File: config.mk
export PLATFORM = sky130hd
export DESIGN_NAME = obi_demux_ot
export DESIGN_NICKNAME = d
export VERILOG_FILES = /design/src/rtl/obi_demux_ot.sv
export SDC_FILE = /design/constraint.sdc
export NUM_CORES = 1
export LEC_CHECK = 0
export ABC_AREA = 1
export BUFFER_PORTS_ARGS = -buffer_cell sky130_fd_sc_hd__buf_2
export CORE_AREA = 2 2 161 163
export DETAILED_ROUTE_END_ITERATION = 12
export DIE_AREA = 0 0 163 165
export GPL_ROUTABILITY_DRIVEN = 0
export PLACE_DENSITY = 0.5
export SYNTH_ARGS = -nofsm -noshare
export SYNTH_HDL_FRONTEND = slang
export SYNTH_SLANG_ARGS = --single-unit
File: constraint.sdc
create_clock -name clk_i -period 2.3 [get_ports clk_i]
set_clock_uncertainty 0.1 [all_clocks]
set_input_delay 0.46 -clock clk_i [delete_from_list [all_inputs] [get_ports clk_i]]
set_output_delay 0.46 -clock clk_i [all_outputs]
set_load 0.01 [all_outputs]
File: src/rtl/obi_demux_ot.sv
// -----------------------------------------------------------------------------
// obi_demux_ot
//
// Purpose:
//   Routes one OBI master to NSLAVE OBI targets by address rule. Up to MAX_OT
//   granted-but-unanswered transactions may be in flight. All of them must
//   target the same slave, which keeps responses in order without reorder
//   buffers. A request to a different slave waits until the outstanding
//   count drains to zero.
//
// Parameters:
//   NSLAVE       number of slave ports (>= 1)
//   NRULES       number of entries in addr_map_i
//   MAX_OT       maximum outstanding transactions (>= 1)
//   DEFAULT_IDX  slave used for unmapped addresses (< NSLAVE)
//
// Ports:
//   clk_i          clock
//   rst_ni         asynchronous reset, active-low
//   addr_map_i     address rules {idx, start_addr, end_addr}, end exclusive
//   master_req_i   request from the single master
//   master_resp_o  gnt / rvalid / rdata back to the master
//   slave_req_o    per-slave requests (payload fanned out, req one-hot)
//   slave_resp_i   per-slave responses
//   ot_cnt_o       current outstanding transaction count
//   err_rvalid_o   sticky flag: unexpected rvalid seen (cleared by reset only)
//
// Configuration macro:
//   OBI_DEMUX_ERR_SLAVE_EN - when defined, unmapped addresses go to an
//   internal error target (index NSLAVE). That target grants immediately and
//   answers one cycle later with rdata 32'hBADACCE5. When the macro is not
//   defined, unmapped addresses go to slave DEFAULT_IDX.
// -----------------------------------------------------------------------------

package addr_map_rule_pkg;
    typedef struct packed {
        logic [31:0] idx;
        logic [31:0] start_addr;
        logic [31:0] end_addr;
    } addr_map_rule_t;
endpackage

package obi_pkg;
    typedef struct packed {
        logic        req;
        logic        we;
        logic [3:0]  be;
        logic [31:0] addr;
        logic [31:0] wdata;
    } obi_req_t;

    typedef struct packed {
        logic        gnt;
        logic        rvalid;
        logic [31:0] rdata;
    } obi_resp_t;
endpackage

module obi_demux_ot
    import obi_pkg::*;
#(
    parameter int unsigned NSLAVE      = 2,
    parameter int unsigned NRULES      = 1,
    parameter int unsigned MAX_OT      = 4,
    parameter int unsigned DEFAULT_IDX = 0
) (
    input  logic                                          clk_i,
    input  logic                                          rst_ni,
    input  addr_map_rule_pkg::addr_map_rule_t [NRULES-1:0] addr_map_i,
    input  obi_req_t                                      master_req_i,
    output obi_resp_t                                     master_resp_o,
    output obi_req_t  [NSLAVE-1:0]                        slave_req_o,
    input  obi_resp_t [NSLAVE-1:0]                        slave_resp_i,
    output logic [$clog2(MAX_OT+1)-1:0]                   ot_cnt_o,
    output logic                                          err_rvalid_o
);

    localparam int unsigned CNT_W = $clog2(MAX_OT + 1);
    // One extra index is reserved so the internal error target (index NSLAVE)
    // can be named; the default build never selects it.
    localparam int unsigned IDX_W = $clog2(NSLAVE + 1);

    localparam logic [CNT_W-1:0] MAX_OT_C   = CNT_W'(MAX_OT);
    localparam logic [CNT_W-1:0] CNT_ZERO_C = '0;
    localparam logic [CNT_W-1:0] CNT_ONE_C  = CNT_W'(1);
    localparam logic [IDX_W-1:0] NSLAVE_C   = IDX_W'(NSLAVE);

`ifdef OBI_DEMUX_ERR_SLAVE_EN
    localparam logic [IDX_W-1:0] UNMAPPED_C = NSLAVE_C;
    localparam logic [31:0]      ERR_RDATA_C = 32'hBADACCE5;
`else
    localparam logic [IDX_W-1:0] UNMAPPED_C = IDX_W'(DEFAULT_IDX);
`endif

    logic [CNT_W-1:0] otCnt_q, otCnt_d;
    logic [IDX_W-1:0] curIdx_q, curIdx_d;
    logic             errRvalid_q, errRvalid_d;

    logic [IDX_W-1:0] selIdx;
    logic             selGnt;
    logic             allow;
    logic             handshake;
    logic             curRvalid;
    logic [31:0]      curRdata;
    logic             takeRvalid;
    logic             strayRvalid;

`ifdef OBI_DEMUX_ERR_SLAVE_EN
    logic             errTgtRvalid_q;
`endif

    // Address decode. Rules are scanned from the highest index down so the
    // lowest matching rule is written last and wins. A rule whose idx does
    // not name a real slave is ignored rather than routed to a missing port.
    always_comb begin
        selIdx = UNMAPPED_C;
        for (int r = int'(NRULES) - 1; r >= 0; r--) begin
            if ((master_req_i.addr >= addr_map_i[r].start_addr) &&
                (master_req_i.addr <  addr_map_i[r].end_addr)   &&
                (addr_map_i[r].idx < NSLAVE)) begin
                selIdx = IDX_W'(addr_map_i[r].idx);
            end
        end
    end

    // Issue decision. Only registered state feeds 'allow', so an rvalid
    // arriving in the same cycle can never open the gate for a new grant.
    always_comb begin
        selGnt = 1'b0;
        for (int j = 0; j < int'(NSLAVE); j++) begin
            if (selIdx == IDX_W'(j)) begin
                selGnt = slave_resp_i[j].gnt;
            end
        end
`ifdef OBI_DEMUX_ERR_SLAVE_EN
        if (selIdx == NSLAVE_C) begin
            selGnt = 1'b1;
        end
`endif
        allow = master_req_i.req &
                ((otCnt_q == CNT_ZERO_C) |
                 ((selIdx == curIdx_q) & (otCnt_q < MAX_OT_C)));
        handshake = allow & selGnt;
    end

    // Request fan-out: every slave sees the payload, but only the selected
    // one sees req, and only while issue is allowed.
    always_comb begin
        for (int j = 0; j < int'(NSLAVE); j++) begin
            slave_req_o[j]     = master_req_i;
            slave_req_o[j].req = allow & (selIdx == IDX_W'(j));
        end
    end

    // Response mux from the slave that owns the outstanding transactions.
    // An rvalid with nothing outstanding is not forwarded.
    always_comb begin
        curRvalid = 1'b0;
        curRdata  = '0;
        for (int j = 0; j < int'(NSLAVE); j++) begin
            if (curIdx_q == IDX_W'(j)) begin
                curRvalid = slave_resp_i[j].rvalid;
                curRdata  = slave_resp_i[j].rdata;
            end
        end
`ifdef OBI_DEMUX_ERR_SLAVE_EN
        if (curIdx_q == NSLAVE_C) begin
            curRvalid = errTgtRvalid_q;
            curRdata  = ERR_RDATA_C;
        end
`endif
        takeRvalid           = curRvalid & (otCnt_q != CNT_ZERO_C);
        master_resp_o.gnt    = handshake;
        master_resp_o.rvalid = takeRvalid;
        master_resp_o.rdata  = takeRvalid ? curRdata : 32'h0;
    end

    // Protocol error detection: an rvalid from a slave that owns no
    // transactions, or any rvalid while nothing is outstanding.
    always_comb begin
        strayRvalid = 1'b0;
        for (int j = 0; j < int'(NSLAVE); j++) begin
            if (slave_resp_i[j].rvalid &&
                ((curIdx_q != IDX_W'(j)) || (otCnt_q == CNT_ZERO_C))) begin
                strayRvalid = 1'b1;
            end
        end
    end

    // Next-state: the counter moves only when exactly one of handshake and
    // accepted rvalid happens. The owning slave follows each handshake.
    always_comb begin
        otCnt_d     = otCnt_q;
        curIdx_d    = curIdx_q;
        errRvalid_d = errRvalid_q | strayRvalid;
        case ({handshake, takeRvalid})
            2'b10:   otCnt_d = otCnt_q + CNT_ONE_C;
            2'b01:   otCnt_d = otCnt_q - CNT_ONE_C;
            default: otCnt_d = otCnt_q;
        endcase
        if (handshake) begin
            curIdx_d = selIdx;
        end
    end

    // State registers. Reset discards any outstanding bookkeeping.
    always_ff @(posedge clk_i or negedge rst_ni) begin
        if (!rst_ni) begin
            otCnt_q     <= '0;
            curIdx_q    <= UNMAPPED_C;
            errRvalid_q <= 1'b0;
        end else begin
            otCnt_q     <= otCnt_d;
            curIdx_q    <= curIdx_d;
            errRvalid_q <= errRvalid_d;
        end
    end

    assign ot_cnt_o     = otCnt_q;
    assign err_rvalid_o = errRvalid_q;

`ifdef OBI_DEMUX_ERR_SLAVE_EN
    // Internal error target: it answers exactly one cycle after each grant
    // it receives.
    always_ff @(posedge clk_i or negedge rst_ni) begin
        if (!rst_ni) begin
            errTgtRvalid_q <= 1'b0;
        end else begin
            errTgtRvalid_q <= handshake & (selIdx == NSLAVE_C);
        end
    end

`ifndef SYNTHESIS
    // Report the address of every access routed to the error target.
    always @(posedge clk_i) begin
        if (rst_ni && handshake && (selIdx == NSLAVE_C)) begin
            $display("obi_demux_ot: unmapped access to 0x%08h", master_req_i.addr);
        end
    end
`endif
`endif

`ifndef SYNTHESIS
    // OBI requires the master to hold its request unchanged until granted.
    logic     reqPending_q;
    obi_req_t heldReq_q;

    always_ff @(posedge clk_i or negedge rst_ni) begin
        if (!rst_ni) begin
            reqPending_q <= 1'b0;
        end else begin
            reqPending_q <= master_req_i.req & ~master_resp_o.gnt;
        end
    end

    always_ff @(posedge clk_i) begin
        heldReq_q <= master_req_i;
    end

    always @(posedge clk_i) begin
        if (rst_ni && reqPending_q) begin
            assert (master_req_i == heldReq_q);
        end
    end
`endif

endmodule

==> metrics <==
worst-path fanout max 4; max_cap viols 0; drt first pass iters 4; RR Endpoint ot_cnt_o[2]$_DFFE_PN0P_; Hold WS 0.371 ns; Synth Area in Simple Gates a little under a quarter; Cell Area, Placed around 0.005 mm²; vias in the first global route roughly 3500; Starting Density between 10% and 20%; CTS root buf clkbuf_16; clock latency on the worst-skew pair about 0.23 ns; Antenna diodes 0; DRC 0; crit path time final 2.90 ns; CP Cell Sequence buf_2 > ha_1 > a21oi_2 > o21ai_0 > nand2_1 > nand3_2 > a21oi_4 > nand3_4 > nand2_2 > nand3_2 > nand2_2 > nand3_4 > buf_6 > inv_4 > buf_6; Seq. cell area 151 µm²; hold crit path type flip-flop to flip-flop; ys async rst share 100%; Seq cells post-synth 6; FF-to-FF path depth 11; Final nets approximately 1100; power consumption between 1.5 and 2 mW; r2r setup slk about 0.29 ns; Peak VDD IR approximately 340 µV; share of cells above drive strength 1 54.5%; post-synth top area share about 29%; Post-DP HPWL about 12000 µm; clock buffer depth 2; fmax 345 MHz; violated checks negative setup slack; Tcrit/Tclk final 126%; CP max stage delay ~0.34 ns; first-pass GRT wire length about 19000 µm; critical path startpoint master_req_i[57]; mapped cell area 0.00367 mm²; Synth Area in XOR/XNOR 0.477%; GR Util All Layers 9.04%; combinational family with the most area after synthesis buffers and inverters; Post-Syn Nets 891; # clock sinks 6; final slew viol count 0; sequential area share after synthesis between 4 and 5%; htree depth 1; syn_area_per_cell 6.22 µm²; Die Span Y ~170 µm; port bufs 302; endpoint class of the critical path output pin; final setup violating endpoints 7; fillers about 2900; reg2reg start curIdx_q[0]$_DFFE_PN0P_; TritonCTS clock tree done; Boundary Pins a little over 400; 1st-iter DRT viols roughly 120; Critical-path top delay cell ha_1; Routed WL ~14000 µm; Avg Vias per Cell 3.60; die area around 0.027 mm²; RSZ-0062 raised after global routing true; synth unique cells 28; number of enable flip-flop cells after synthesis 0; main area contributors after synthesis buf_4, ha_1, nand2_1; DR vias 4012; Final ANT Viol Nets 0; outcome finished, violations left; Final Hold Vio Count 0; Setup crit end master_resp_o[33]; crit path setup slack, layout -0.598 ns; type of origin of the critical path input port; gr ovfl total 0; mux contribution to synthesized area 0%; Final Core Density a little over a fifth; required time worst endpoint approximately 1.7 ns; core area ~0.025 mm²; fin area 0.00537 mm²; cell depth of the worst setup path 15; post-synthesis compound-gate area fraction 11.7%; adder-cell share of the synthesized area 22.4%; Die X 163 µm; antenna violations before repair 0; Pwr Density 344 mW/mm²; Area growth, synth to finish 46.5%; synth warn 0; area of the multi-input gates about 0.0025 mm²; CTS buffer count 3; CP top delay family simple AND/OR/NAND/NOR gates; Post-Place Worst Slack -1.14 ns; drt wl/cell around 12 µm; Slew HR 75.2%; leading area contributor after synthesis buf_4; Synth Instances 590; largest net degree at the start of global routing 34; clock slew seen by the registers of the worst setup and hold paths roughly 0.03 ns; P_leak between 3 and 4 nW; critical path arrival around 2.3 ns; Buf/Inv on CP 4; Setup CP Type input port to output pin; top_reg_cell synth dfrtp_1; transition time of the tightest slew-check pin roughly 0.37 ns; site row count 58
==> per-layer routing <==
layer | track usage, % | wire, µm
met4 | 1.49 | 145
met1 | 12.6 | 6130
met2 | 14.1 | 6400
met3 | 2.39 | 1120
met5 | 0 | 0
==> kinds of logic (layout without fill, tap and decap cells) <==
family,Yosys count,count (layout)
buffers and inverters,239,432
XOR/XNOR,2,2
adder cells (fa/ha/maj),65,65
AND/OR/NAND/NOR,199,199
AO/OA/AOI/OAI,79,79
flip-flops,6,6
==> synth_stat cells, types with 2 or more instances <==
library cell and count:
nand4_1 8, buf_2 2, ha_1 64, inv_2 3, inv_1 87, buf_4 140
nor3_1 4, nand2_2 4, a21oi_1 60, a21oi_2 2, clkbuf_1 7, dfrtp_1 6
nand2_1 130, o21a_1 2, nand3_1 8, xnor2_1 2, o21ai_0 8, nor2_1 41
o21bai_1 3
==> repair_timing <==
action	in CTS	in global routing
hold endpoints to repair	6	0
setup buffers	2	0
gates resized for setup	52	29
pin swaps	31	33
hold buffers	1	0
setup endpoints to repair	40	40
==> through the flow <==
stage / TNS [ns] / instances
after global routing: -7.02 / 1113
after floorplan: -1.49 / 590
after CTS: -3.52 / 1113
after detailed placement: -7.01 / 1107
after global placement: -6.94 / 1107
final: -3.02 / 1113
==> layout by cell type, fill, tap and decap left out, types with 2 or more instances in the layout <==
master	instances
clkbuf_16	3
nor2_4	4
buf_6	13
o21ai_0	2
nand3_1	4
inv_4	5
nand3_4	2
nand2_1	120
inv_2	11
buf_2	290
a21oi_2	7
nor2_1	28
buf_4	35
nand3_2	4
a21oi_1	53
ha_4	18
nand2_2	10
dfrtp_1	5
o21ai_1	5
nor3_1	2
o21bai_1	2
o21a_1	2
a21oi_4	2
nand2_4	5
nor2_2	10
nand4_1	8
nor3_2	2
xnor2_1	2
ha_1	45
inv_1	74
==> cell type report <==
cell class | count | share of cell area (%)
Clock buffer | 3 | 1.40
Inverter | 90 | 6.52
Multi-Input combinational cell | 345 | 46.8
Sequential cell | 6 | 2.82
Tap cell | 330 | 7.68
Timing Repair Buffer | 339 | 34.8
==> state kept, by name, summed over array words and instances, names as in the netlist <==
signal,count
curIdx_q,2
err_rvalid_o,1
ot_cnt_o,3
==> how the worst min path moves through the flow <==
stage                            from                 endpoint  cells after the start
6_report       err_rvalid_o$_DFF_PN0_   err_rvalid_o$_DFF_PN0_                      1
5_1_grt        err_rvalid_o$_DFF_PN0_   err_rvalid_o$_DFF_PN0_                      1
4_1_cts        err_rvalid_o$_DFF_PN0_   err_rvalid_o$_DFF_PN0_                      1
3_5_place_dp                   rst_ni   err_rvalid_o$_DFF_PN0_                      1
3_3_place_gp                   rst_ni   err_rvalid_o$_DFF_PN0_                      1
2_1_floorplan                  rst_ni  curIdx_q[0]$_DFFE_PN0P_                      0
==> report_power, final <==
group / switching, mW / internal (mW)
registers: 0.0214 / 0.136
clock network: 0.0570 / 0.223
logic: 0.737 / 0.675
Power figures use the tool's default switching activity.
